**src/rtl/feature_pingpong_ctrl.sv**
```systemverilog
`default_nettype none

`ifndef DATA_BUS_WIDTH
`define DATA_BUS_WIDTH 32
`endif

// ============================================================================
// Module      : feature_pingpong_ctrl
// Description : Ping-pong feature bank controller. It fills one bank from the
//               fetch stream while the compute engine reads the other bank.
// Revision    : 1.0 - initial release
// ============================================================================
module feature_pingpong_ctrl #(
    parameter int DATA_BUS_WIDTH = `DATA_BUS_WIDTH,
    parameter int ADDR_WIDTH     = 8
) (
    input  logic                      clk,
    input  logic                      rst_n,
    input  logic                      clear,
    input  logic [ADDR_WIDTH-1:0]     tile_words,
    input  logic                      in_valid,
    input  logic [DATA_BUS_WIDTH-1:0] in_data,
    output logic                      in_ready,
    output logic                      fetcher_to_mem,
    output logic [ADDR_WIDTH-1:0]     wr_feature_addr,
    output logic [DATA_BUS_WIDTH-1:0] wr_feature_data,
    output logic                      wr_feature_sel,
    output logic                      compute_start,
    output logic                      compute_bank,
    input  logic                      compute_done,
    output logic [1:0]                bank_full
);

    localparam logic [ADDR_WIDTH:0] c_cnt_one = (ADDR_WIDTH+1)'(1);

    typedef enum logic [0:0] {
        C_IDLE = 1'b0,
        C_BUSY = 1'b1
    } state_t;

    // Fill-side state
    logic                      r_wr_bank;
    logic [ADDR_WIDTH:0]       r_word_cnt;
    logic [ADDR_WIDTH-1:0]     r_tile_len;
    logic [1:0]                r_bank_full;
    logic                      r_rst_gate;

    // Write port registers
    logic                      r_fetch_strobe;
    logic [ADDR_WIDTH-1:0]     r_wr_addr;
    logic [DATA_BUS_WIDTH-1:0] r_wr_data;
    logic                      r_wr_sel;

    // Compute-side state
    state_t                    r_state;
    logic                      r_rd_bank;
    logic                      r_compute_start;
    logic                      r_compute_bank;

    logic                      w_accept;
    logic [ADDR_WIDTH-1:0]     w_len;
    logic [ADDR_WIDTH:0]       w_len_ext;
    logic                      w_last;
    logic                      w_fill_set;
    logic [1:0]                w_bank_full_nxt;

    state_t                    w_state_nxt;
    logic                      w_start_nxt;
    logic                      w_cbank_nxt;
    logic                      w_rd_bank_nxt;
    logic                      w_done_clr;

    // r_rst_gate holds in_ready low for the first cycle after reset release.
    assign in_ready = r_rst_gate && !r_bank_full[r_wr_bank] && !clear;
    assign w_accept = in_valid && in_ready;

    // The first beat of a tile must use the live tile_words, later beats the latch.
    assign w_len      = (r_word_cnt == '0) ? tile_words : r_tile_len;
    assign w_len_ext  = {(w_len == '0), w_len};
    assign w_last     = (r_word_cnt == (w_len_ext - c_cnt_one));
    assign w_fill_set = w_accept && w_last;

    always_comb begin
        w_state_nxt   = r_state;
        w_start_nxt   = 1'b0;
        w_cbank_nxt   = r_compute_bank;
        w_rd_bank_nxt = r_rd_bank;
        w_done_clr    = 1'b0;
        case (r_state)
            C_IDLE: begin
                if (r_bank_full[r_rd_bank]) begin
                    w_state_nxt = C_BUSY;
                    w_start_nxt = 1'b1;
                    w_cbank_nxt = r_rd_bank;
                end
            end
            C_BUSY: begin
                if (compute_done) begin
                    w_state_nxt   = C_IDLE;
                    w_rd_bank_nxt = ~r_rd_bank;
                    w_done_clr    = 1'b1;
                end
            end
            default: w_state_nxt = C_IDLE;
        endcase
    end

    // Fill and release always target different banks, so both may apply at once.
    always_comb begin
        w_bank_full_nxt = r_bank_full;
        if (w_fill_set) begin
            w_bank_full_nxt[r_wr_bank] = 1'b1;
        end
        if (w_done_clr) begin
            w_bank_full_nxt[r_rd_bank] = 1'b0;
        end
    end

    always_ff @(posedge clk or negedge rst_n) begin
        if (!rst_n) begin
            r_state         <= C_IDLE;
            r_rd_bank       <= 1'b0;
            r_compute_start <= 1'b0;
            r_compute_bank  <= 1'b0;
        end else if (clear) begin
            r_state         <= C_IDLE;
            r_rd_bank       <= 1'b0;
            r_compute_start <= 1'b0;
        end else begin
            r_state         <= w_state_nxt;
            r_rd_bank       <= w_rd_bank_nxt;
            r_compute_start <= w_start_nxt;
            r_compute_bank  <= w_cbank_nxt;
        end
    end

    always_ff @(posedge clk or negedge rst_n) begin
        if (!rst_n) begin
            r_rst_gate <= 1'b0;
        end else begin
            r_rst_gate <= 1'b1;
        end
    end

    always_ff @(posedge clk or negedge rst_n) begin
        if (!rst_n) begin
            r_wr_bank   <= 1'b0;
            r_word_cnt  <= '0;
            r_tile_len  <= '0;
            r_bank_full <= 2'b00;
        end else if (clear) begin
            r_wr_bank   <= 1'b0;
            r_word_cnt  <= '0;
            r_bank_full <= 2'b00;
        end else begin
            r_bank_full <= w_bank_full_nxt;
            if (w_accept) begin
                if (r_word_cnt == '0) begin
                    r_tile_len <= tile_words;
                end
                if (w_last) begin
                    r_word_cnt <= '0;
                    r_wr_bank  <= ~r_wr_bank;
                end else begin
                    r_word_cnt <= r_word_cnt + c_cnt_one;
                end
            end
        end
    end

    // Address and data only move on an accepted beat; they hold otherwise.
    always_ff @(posedge clk or negedge rst_n) begin
        if (!rst_n) begin
            r_fetch_strobe <= 1'b0;
            r_wr_addr      <= '0;
            r_wr_data      <= '0;
            r_wr_sel       <= 1'b0;
        end else if (clear) begin
            r_fetch_strobe <= 1'b0;
            r_wr_sel       <= 1'b0;
        end else begin
            r_fetch_strobe <= w_accept;
            if (w_accept) begin
                r_wr_addr <= r_word_cnt[ADDR_WIDTH-1:0];
                r_wr_data <= in_data;
                r_wr_sel  <= r_wr_bank;
            end
        end
    end

    assign fetcher_to_mem  = r_fetch_strobe;
    assign wr_feature_addr = r_wr_addr;
    assign wr_feature_data = r_wr_data;
    assign wr_feature_sel  = r_wr_sel;
    assign compute_start   = r_compute_start;
    assign compute_bank    = r_compute_bank;
    assign bank_full       = r_bank_full;

endmodule

`default_nettype wire

```
**config.mk**
```make
export PLATFORM = sky130hd
export DESIGN_NAME = feature_pingpong_ctrl
export DESIGN_NICKNAME = d
export VERILOG_FILES = /design/src/rtl/feature_pingpong_ctrl.sv
export SDC_FILE = /design/constraint.sdc
export NUM_CORES = 1
export LEC_CHECK = 0
export CORE_MARGIN = 2
export CORE_UTILIZATION = 51
export DETAILED_ROUTE_END_ITERATION = 6
export PLACE_DENSITY = 0.85
export REMOVE_ABC_BUFFERS = 1
export SLEW_MARGIN = 20
export SYNTH_ARGS = -nofsm -noshare
export SYNTH_HDL_FRONTEND = slang
export SYNTH_SLANG_ARGS = --single-unit
```
**constraint.sdc**
```tcl
create_clock -name clk -period 8 [get_ports clk]
set_clock_uncertainty 0.15 [all_clocks]
set_input_delay 1.6 -clock clk [delete_from_list [all_inputs] [get_ports clk]]
set_output_delay 1.6 -clock clk [all_outputs]
set_load 0.005 [all_outputs]
```
---- After elaboration in Yosys (flattened, before gate mapping) ----
Cells that the tools add are included.
storage, ports and cells
  output and inout bits ................... 47
  logic and storage cells ................. 77
  input bits .............................. 45
  register bits ........................... 67
cells by class
  add/subtract/negate cells ............... 2
  eq/ne operators ......................... 1
  reduce and logical (&&, ||, !) cells .... 18
  multiplexer cells ....................... 32
  bitwise gates (word level) .............. 7
  $lt $le $gt $ge ......................... 4
operator list
  operator                                                     count
  2-to-1 mux 9 bit                                             3
  2-to-1 mux 1 bit                                             22
  adder 9 x 1 -> 9 bit (second input constant)                 1
  equality test 9 bit                                          1
  zero test 9 bit                                              1
  subtractor 9 x 1 -> 9 bit (second input constant)            1
  zero test 8 bit                                              1
  2-to-1 mux 8 bit                                             1
  nonzero test 2 bit                                           4
  logical AND 1 bit                                            6
  2-to-1 mux 2 bit                                             3
  AND reduction 2 bit                                          3
  less-than comparator 1 x 2 -> 1 bit (second input constant)  2
  NOT 1 bit                                                    4
  AND reduction 3 bit                                          1
  AND 2 bit                                                    1
  demux 1 bit (select 1 bit)                                   2
  greater-or-equal comparator 1 bit (second input constant)    2
  zero test 1 bit                                              2
  NOT 2 bit                                                    1
  bitwise OR 2 bit                                             1
  one-hot mux 1 bit (2 select lines)                           1

---- Depth between registers and ports, before layout ----
  word-level depth ........................ 11
  depth in mapped cells ................... 13
  mapped depth without buffers ............ 12

---- Worst setup path before layout ----
Ideal clock, no wire load.
  path kind ............................... in2out
  start point ............................. in clear
  end point ............................... out in_ready
  slack ................................... 4.383 ns
  data required time ...................... 6.250 ns
  arrival ................................. 1.867 ns
  path buffers ............................ 0
  cell stages on the path ................. 1
  path through ............................ nor3b_1
on the way
  word-level cells in the longest chain between the ends .. 2
RTL lines
  item               line  RTL
  start, declared    19    input logic clear,
  zero test 1 bit    74    assign in_ready = r_rst_gate && !r_bank_full[r_wr_bank] && !clear;
  logical AND 1 bit  74
  end, declared      23    output logic in_ready,
Every way passes these cells.

---- Worst setup path after layout ----
Ends and elaborated chain as after synthesis.

==> metrics.md <==
| Metric | Value |
|---|---|
| Max-cap viol count | `0` |
| CTS tree | `yes` |
| Psw | `between 0.2 and 0.25 mW` |
| Via density per instance | `between 5 and 6` |
| Reg power frac | `0.455` |
| Core area | `around 6000 µm²` |
| Vias in the first global route | `roughly 2600` |
| WP data required | `~6.3 ns` |
| Avg WL per Cell | `between 10 and 15 µm` |
| Final Max Slew Viols | `0` |
| Clk slew on worst S/H paths | `approximately 0.070 ns` |
| Initial antenna violation count | `0` |
| Routed wire length | `7230 µm` |
| Iter 0 DRT Violations | `154` |
| VDD IR-drop max | `0.116 mV` |
| Via count | `2727` |
| Post-CTS setup buffer count | `0` |
| Cell variety after synth | `46` |
| CTS root buffer | `clkbuf_8` |
| Initial core utilization | `0.535` |
| Synthesized area | `3200 µm²` |
| Rel. slew slack | `0.453` |
| Sw frac | `0.262` |
| Post-Synth Simple-Gate Area | `0.257` |
| Placer Congestion | `about 0.87` |
| Async SR Flop Fraction | `1.00` |
| Fillers | `451` |
| Synth Area in Compound Gates | `0.0734` |
| Min cycle time layout | `between 5 and 6 ns` |
| Largest family of logic cells by synthesized area | `simple AND/OR/NAND/NOR gates` |
| Fmax | `approximately 200 MHz` |
| WP data arrival | `between 3 and 4 ns` |
| Most area-hungry cell type in the Yosys netlist | `dfrtp_1` |
| Area grow syn2layout | `35.6%` |
| Clk_lat worst skew | `0.34 ns` |
| Die width | `approximately 83 µm` |
| Final TNS setup | `0 ns` |
| Share of cells above drive strength 1 | `0.0926` |
| Setup CP Type | `input pin to primary output` |
| Logic pwr share | `0.211` |
| Sequential share of the synthesized area | `0.523` |
| Cell count after synthesis | `~340` |
| Post-synth EDFFs | `0` |
| Grt ovf | `0` |
| H-tree depth | `3` |
| First-pass GRT wire length | `between 10000 and 15000 µm` |
| Post-Synth Adder-Cell Area | `0.0117` |
| Total GRT Usage | `0.217` |
| IO Port Bufs | `between 90 and 100` |
| Worst Setup Start Kind | `input pin` |
| Ys flop type | `dfrtp_1` |
| TritonCTS Sinks | `67` |
| RSZ-0062 raised after global routing | `no` |
| Post-placement cell count | `491` |
| FP Rows | `28` |
| Die height | `between 80 and 90 µm` |
| Hold Vio Cnt, Final | `0` |
| Num CTS Buffers | `9` |
| HP Start | `wr_feature_data[15]` |
| PwrDens | `approximately 210 nW/µm²` |
| RR Startpoint | `r_word_cnt[0]` |
| I/O pin count | `92` |
| Status | `complete, no violations` |
| #FFs+latches synth | `67` |
| Post-Synth XOR/XNOR Area | `0.0410` |
| Final cell count without fillers | `507` |
| Top post-synthesis cells by area | `dfrtp_1 (52%), nand2_1 (14%), mux2_2 (2.8%), xnor2_1 (2.5%), o21ai_0 (1.9%)` |
| Maximum clock insertion buffer count | `2` |
| Mean Syn Cell Area | `9.39 µm²` |
| Clock share of power | `0.334` |
| Die ar. | `6930 µm²` |
| Setup ws final | `between 2 and 3 ns` |
| P_int | `about 0.66 mW` |
| Post-CTS Hold Buffers | `0` |
| Drt pass-1 iters | `4` |
| Fin nets | `approximately 480` |
| Largest net degree at the start of global routing | `68` |
| Detail Route Antenna Nets | `0` |
| Synth top area share | `0.523` |
| Period utilization | `0.641` |
| Residual DRC | `0` |
| Crit. End Element | `primary output` |
| CTS resizes | `0` |
| Tightest Pin Transition | `approximately 0.8 ns` |
| CP startpoint | `clear` |
| Lkg Pwr | `1.97 nW` |
| Pre-CTS WS | `2.79 ns` |
| Post-DP HPWL | `~5000 µm` |
| Syn. warnings | `0` |
| Final setup viols | `0` |
| Antenna Cells | `0` |
| R2r setup slk | `around 4.3 ns` |
| Multiplexer area fraction after synthesis | `0.0527` |
| HP Class | `flop to flop` |
| Max FO, Critical Path | `20` |
[power by group through the flow]
stage | Combinational, mW | Clock [mW] | Sequential (mW)
after floorplan | 0.0838 | 0 | 0.410
after global placement | 0.185 | 0 | 0.411
after detailed placement | 0.190 | 0 | 0.413
after CTS | 0.192 | 0.305 | 0.407
after global routing | 0.209 | 0.319 | 0.413
final | 0.189 | 0.299 | 0.407
[layer usage]
layer  wire length (µm)  share of wire  vias to the layer above  global-route usage
met4                119          0.016                        0              0.0879
met2               3430           0.47                       83               0.348
met5                  0              0                        -                   0
met3                380          0.053                       14              0.0447
li1                   -              -                     1316                   -
met1               3300           0.46                     1314               0.290
[critical path, cell delays in order]
cell	delay, ns
clkdlybuf4s50_1	0.75
nor3b_1	0.45
clkdlybuf4s50_1	0.57
[registers in the layout, indices dropped and copies added, names as in the netlist]
signal           flops
wr_feature_addr      8
wr_feature_data     32
r_wr_bank            1
wr_feature_sel       1
r_word_cnt           9
r_rst_gate           1
bank_full            2
r_tile_len           8
fetcher_to_mem       1
r_rd_bank            1
r_state              1
compute_start        1
compute_bank         1
[Yosys cell counts, types with 2 or more instances]
library cell and number:
a211oi_1 2, a21oi_1 8, a311oi_1 5, a41oi_1 2, and3_1 5, and3_2 2
buf_1 3, buf_6 2, clkbuf_1 11, dfrtp_1 67, ha_1 3, inv_1 9
mux2_2 8, mux2i_1 5, nand2_1 118, nand3_1 4, nand3b_1 2, nand4_1 2
nor2_1 15, nor3_1 9, nor3b_1 2, nor4_1 3, nor4_2 2, o21ai_0 12
o31ai_1 5, or4_1 2, xnor2_1 9, xor2_1 6
[logic make-up after synthesis]
logic type,count (synthesis)
and+or+nand+nor,175
DFF,67
AOI/OAI and AO/OA,37
buffers and inverters,28
xor gates and xnor gates,15
muxes,15
adders and majority gates,3
other,1
[layout make-up]
cell class                      count  area (µm²)  area share
Clock buffer                       11         131      0.0302
Inverter                            9        33.8     0.00778
Tap cell                           75        93.8      0.0216
Timing Repair Buffer               94         928       0.214
Sequential cell                    67        1680       0.386
Multi-Input combinational cell    246        1400       0.323
Clock inverter                      5        77.6      0.0179
[metrics by stage]
| stage | power (mW) | utilization | hold WS (ns) | area (µm²) |
|---|---|---|---|---|
| floorplan | 0.494 | - | 0.320 | 3110 |
| global placement | 0.595 | 0.690 | 0.308 | 4140 |
| detailed placement | 0.604 | 0.690 | 0.311 | 4140 |
| CTS | 0.904 | 0.725 | 0.329 | 4340 |
| global route | 0.941 | 0.725 | 0.352 | 4340 |
| finish | 0.896 | 0.725 | 0.323 | 4340 |
[placed cells by master (no fill, tap or decap), types with 9 or more instances in the layout]
master and count:
nor2_1 15, o21ai_0 12, nor3_1 9, dfrtp_1 67
clkbuf_8 9, xnor2_1 9, nand2_1 117, clkdlybuf4s50_1 90
inv_1 9
[final timing paths]
| path | depth (start not counted) | to |
|---|---|---|
| hold reg to reg | 2 | wr_feature_data[15] |
| max in group asynchronous | 2 | r_word_cnt[2] |
| hold / removal | 2 | wr_feature_data[15] |
| min in group asynchronous | 2 | r_tile_len[4] |
| setup / recovery | 3 | in_ready |
| setup reg to reg | 12 | r_wr_bank |
No activity file was read; power rests on OpenSTA's default activity.
